### src/rtl/mux4_rr_arbiter_if.sv
// Request/grant bundle between the four requesters and the mux4 round-robin arbiter.
// master = arbiter side, slave = requester side.
interface mux4_rr_arbiter_if;
   logic [3:0] req;
   logic [3:0] gnt;
   logic [1:0] sel;
   logic       busy;
   logic       timeout;

   modport master (
      input  req,
      output gnt,
      output sel,
      output busy,
      output timeout
   );

   modport slave (
      output req,
      input  gnt,
      input  sel,
      input  busy,
      input  timeout
   );
endinterface

### src/rtl/mux4_rr_arbiter.sv
// Round-robin owner arbiter for a shared 4:1 x 32-bit mux; an owner keeps the grant until it
// drops req or is forced off after MAX_HOLD consecutive cycles (0 = no limit).
module mux4_rr_arbiter #(
   parameter int unsigned MAX_HOLD = 16,
   parameter int unsigned CNT_W    = 5
) (
   input  logic                  clk,
   input  logic                  rst,
   mux4_rr_arbiter_if.master     bus
);

   typedef enum logic [0:0] {StIdle, StOwn} state_e;

   state_e             state_q, state_d;
   logic [3:0]         gnt_q, gnt_d;
   logic [1:0]         sel_q, sel_d;
   logic [1:0]         last_q, last_d;
   logic [CNT_W-1:0]   hold_cnt_q, hold_cnt_d;
   logic               timeout_q, timeout_d;

   logic [3:0]         excl;
   logic [3:0]         elig;
   logic               owner_req;
   logic               hold_expired;
   logic               found;
   logic [1:0]         win;

   assign owner_req    = bus.req[last_q];
   assign hold_expired = (MAX_HOLD != 0) && (hold_cnt_q == CNT_W'(MAX_HOLD - 1));

   // The owner is masked out only for the decision made on its forced release.
   always_comb begin
      excl = 4'b0000;
      if (state_q == StOwn && owner_req && hold_expired) begin
         excl = gnt_q;
      end
   end

   assign elig = bus.req & ~excl;

   // Priority scan last+1, last+2, last+3, last (mod 4).
   always_comb begin
      logic [1:0] idx;
      found = 1'b0;
      win   = last_q;
      for (int i = 1; i <= 4; i++) begin
         idx = last_q + 2'(i);
         if (!found && elig[idx]) begin
            found = 1'b1;
            win   = idx;
         end
      end
   end

   always_comb begin
      state_d    = state_q;
      gnt_d      = gnt_q;
      sel_d      = sel_q;
      last_d     = last_q;
      hold_cnt_d = hold_cnt_q;
      timeout_d  = 1'b0;

      unique case (state_q)
         StIdle: begin
            if (found) begin
               state_d    = StOwn;
               gnt_d      = 4'b0001 << win;
               sel_d      = win;
               last_d     = win;
               hold_cnt_d = '0;
            end
         end
         StOwn: begin
            if (owner_req && !hold_expired) begin
               hold_cnt_d = hold_cnt_q + CNT_W'(1);
            end else begin
               // Release wins over timeout when both land on the same edge.
               timeout_d = owner_req;
               if (found) begin
                  gnt_d      = 4'b0001 << win;
                  sel_d      = win;
                  last_d     = win;
                  hold_cnt_d = '0;
               end else begin
                  state_d = StIdle;
                  gnt_d   = 4'b0000;
               end
            end
         end
         default: begin
            state_d = StIdle;
            gnt_d   = 4'b0000;
         end
      endcase
   end

   always_ff @(posedge clk or posedge rst) begin
      if (rst) begin
         state_q    <= StIdle;
         gnt_q      <= 4'b0000;
         sel_q      <= 2'd0;
         last_q     <= 2'd3;
         hold_cnt_q <= '0;
         timeout_q  <= 1'b0;
      end else begin
         state_q    <= state_d;
         gnt_q      <= gnt_d;
         sel_q      <= sel_d;
         last_q     <= last_d;
         hold_cnt_q <= hold_cnt_d;
         timeout_q  <= timeout_d;
      end
   end

   assign bus.gnt     = gnt_q;
   assign bus.sel     = sel_q;
   assign bus.busy    = |gnt_q;
   assign bus.timeout = timeout_q;

endmodule

### src/flat_wrapper.sv
// flat-port wrapper written by rule: the top's interface ports become plain ports
module mux4_rr_arbiter_flat 
#(
   parameter int unsigned MAX_HOLD = 16,
   parameter int unsigned CNT_W    = 5
)
  (clk, rst, bus_req, bus_gnt, bus_sel, bus_busy, bus_timeout);
  mux4_rr_arbiter_if bus_i ();
  input  logic clk;
  input  logic rst;
  input wire logic [$bits(bus_i.req)-1:0] bus_req;
  output wire logic [$bits(bus_i.gnt)-1:0] bus_gnt;
  output wire logic [$bits(bus_i.sel)-1:0] bus_sel;
  output wire logic [$bits(bus_i.busy)-1:0] bus_busy;
  output wire logic [$bits(bus_i.timeout)-1:0] bus_timeout;
  assign bus_i.req = bus_req;
  assign bus_gnt = bus_i.gnt;
  assign bus_sel = bus_i.sel;
  assign bus_busy = bus_i.busy;
  assign bus_timeout = bus_i.timeout;
  mux4_rr_arbiter #(.MAX_HOLD(MAX_HOLD), .CNT_W(CNT_W)) u_core (.clk(clk), .rst(rst), .bus(bus_i));
endmodule
### config.mk
export PLATFORM = sky130hd
export DESIGN_NAME = mux4_rr_arbiter_flat
export DESIGN_NICKNAME = d
export VERILOG_FILES = /design/src/rtl/mux4_rr_arbiter_if.sv /design/src/rtl/mux4_rr_arbiter.sv /design/src/flat_wrapper.sv
export SDC_FILE = /design/constraint.sdc
export NUM_CORES = 1
export LEC_CHECK = 0
export ABC_AREA = 0
export CORE_MARGIN = 2
export CORE_UTILIZATION = 35
export CTS_BUF_LIST = sky130_fd_sc_hd__clkbuf_16
export DETAILED_ROUTE_END_ITERATION = 12
export GPL_ROUTABILITY_DRIVEN = 0
export PLACE_DENSITY = 0.59
export SLEW_MARGIN = 20
export SYNTH_ARGS = -nofsm -noshare
export SYNTH_HDL_FRONTEND = slang
export SYNTH_SLANG_ARGS = --single-unit
### constraint.sdc
create_clock -name clk -period 3.5 [get_ports clk]
set_input_delay 1.05 -clock clk [delete_from_list [all_inputs] [get_ports clk]]
set_output_delay 1.05 -clock clk [all_outputs]
set_load 0.05 [all_outputs]
==> reports/summary.txt, run 1 <==
Status -> complete, no violations
Synth Cell Area -> 915 µm²
Routed WL -> 2000 µm
I/O Pins -> 14
# rows -> 18
First-pass GRT wire length -> 3330 µm
Synth top area share -> 0.356
Hold Buf Count CTS -> 0
Pin count of the biggest net entering global routing -> 17
Final count of hold timing violations -> 0
Met3 wire len -> 101 µm
Number of flops mapped to enable cells by yosys -> 0
Top post-synthesis cells by area -> dfrtp_1, dfstp_2, mux2i_4
Worst hold slack -> 476 ps
Hold Path Class -> flip-flop to flip-flop
Post-synthesis sequential element count -> 15
GRT overflow -> 0
Sequential cell area fraction in the yosys report -> 0.413
Clock transition at path regs -> 50 ps
Vias in the first global route -> 768
LEAKAGE -> 0.458 nW
Syn avg cell area -> 10.8 µm²
Final Net Count -> 109
Worst-Skew Late Latency -> 240 ps
Utilization after layout -> 0.465
Slew margin rel. -> 0.621
Synthesis warning total -> 0
HPWL Detailed -> 1480 µm
CP required -> 2450 ps
Finished Cell Area -> 1150 µm²
DP Worst Slack -> 334 ps
Count of different cell masters after synthesis -> 39
CTS HTree Levels -> 1
Final setup fails -> 0
Die footprint -> 3040 µm²
FMAX -> 334 MHz
Vias -> 761
Max-cap violations -> 0
Multi-input gate area in the final layout -> 493 µm²
Pre-Repair DR Iteration Count -> 6
Crit end category -> output pin
Post-synth ARST share -> 1.00
IO Port Bufs -> 13
Pins Over Slew Limit -> 0
Area of the core -> 2480 µm²
Fillers -> 249
Top_reg_cell synth -> dfrtp_1
Layout Cells excl Fill -> 130
Most frequent cells in the layout -> clkdlybuf4s50_1, dfrtp_1, o21ai_0
Root Buffer -> clkbuf_16
DR DRC count -> 0
Uppermost routed layer -> met3
Leading area contributor after synthesis -> dfrtp_1
Startpoint class of the critical path -> flip-flop
Syn-to-layout area delta -> 26.0%
Fin crit share -> 0.854
Die Y -> 55.1 µm
Met1 Wirelength -> 857 µm
Worst Setup Slack, final -> 510 ps
Die X-Extent -> 55.1 µm
Setup TNS -> 0 ps
Net Count, Synth -> 93
Total GRT Usage -> 0.157
Clock skew -> 2.48 ps
Met2 wire len -> 1040 µm
Power per cell area -> 905 nW/µm²
Cell count after placement -> 126
Mapped Cells -> 85
Routed len/inst -> 15.4 µm
Worst-Margin Slew -> 567 ps
RSZ-0062 raised after global routing -> no
Min Tclk post-route -> 2990 ps
Starting Density -> 0.369
Crit-path max FO -> 5
Drt initial violations -> 23
Initial antenna violation count -> 0
Crit path kind -> flip-flop to output pin
ANT nets after route -> 0
Reg area -> 378 µm²
Post-DP Area -> 1070 µm²
Setup Fix Bufs, Post-CTS -> 0
Tot Pwr -> 1.04 mW
Clk buf depth -> 2
Post_cts resized -> 0
Total CTS buffers -> 3
WP data arrival -> 1940 ps
Share of layout cells above drive strength 1 -> 0.200
Antenna Cells -> 0
CTS Sinks -> 15
Vias per inst -> 5.85
CTS tree -> built
Peak supply drop -> 0.000634 V
[cell type report]
cell class,count,area share
multi-input cells,61,0.428
flip-flops and latches,15,0.328
repair buffers,15,0.126
clock buffers,3,0.0651
well taps,30,0.0326
inverters,5,0.0163
clock inverters,1,0.00434
[state kept, by name, summed over array words and instances (netlist names)]
signal / count
u_core.last_q: 2
u_core.bus.timeout: 1
u_core.state_q: 1
u_core.bus.gnt: 4
u_core.hold_cnt_q: 5
u_core.bus.sel: 2
[where the power goes]
group / internal, mW / leakage (nW) / switching [mW]
clock: 0.152 / 0.0409 / 0.0688
sequential: 0.243 / 0.187 / 0.0916
combinational: 0.210 / 0.230 / 0.278
[cell usage after synthesis (2+ instances only)]
library cell	number
o21ai_0	7
o22ai_1	2
o221a_2	2
nand3_1	2
or2_1	2
ha_1	2
nand4b_1	4
dfstp_2	2
mux2i_4	2
nor2_1	2
inv_1	4
o221ai_1	2
dfrtp_1	13
nand2b_1	3
a21o_1	2
mux2_2	2
nand2_1	6
a21oi_1	2
a22o_1	2
nand4_1	3
[worst paths after layout]
check | from | endpoint | slack (ps) | cells after the start
setup / recovery | u_core.bus.gnt[1]$_DFFE_PP0P_ | bus_busy | 510 | 2
hold / removal | u_core.hold_cnt_q[3]$_DFF_PP0_ | u_core.hold_cnt_q[3]$_DFF_PP0_ | 480 | 1
setup reg to reg | u_core.hold_cnt_q[0]$_DFF_PP0_ | u_core.bus.sel[0]$_DFFE_PP0P_ | 800 | 8
hold reg to reg | u_core.hold_cnt_q[3]$_DFF_PP0_ | u_core.hold_cnt_q[3]$_DFF_PP0_ | 480 | 1
max in group asynchronous | rst | u_core.state_q$_DFF_PP0_ | 1960 | 2
min in group asynchronous | rst | u_core.bus.sel[1]$_DFFE_PP0P_ | 1160 | 2
[cell families (layout without fill, tap and decap cells)]
logic type,count (synthesis),count (layout),share of synthesized area
AOI/OAI and AO/OA,27,27,0.254
adders and majority gates,2,2,0.0274
buffers and inverters,9,24,0.0479
DFF,15,15,0.413
muxes,4,4,0.0739
and+or+nand+nor,28,28,0.183
[layer usage]
layer,GRT usage,vias to the layer above
li1,-,356
met1,0.185,376
met2,0.272,29
met3,0.0484,0
met4,0.0447,0
met5,0,-
[critical path: stages, from the launching register on]
cell	delay, ps
dfrtp_1	430
or4_1	550
clkdlybuf4s50_1	720
Note: power is estimated with default switching activity, not from simulation.
==> inputs of run 2 (changes only) <==
--- a/config.mk
+++ b/config.mk
@@ -6,6 +6,7 @@
 export NUM_CORES = 1
 export LEC_CHECK = 0
 export ABC_AREA = 0
+export CAP_MARGIN = 30
 export CORE_MARGIN = 2
 export CORE_UTILIZATION = 35
 export CTS_BUF_LIST = sky130_fd_sc_hd__clkbuf_16
==> results of run 2 <==
No change in the layout: final DEF, timing and power equal those of run 1.
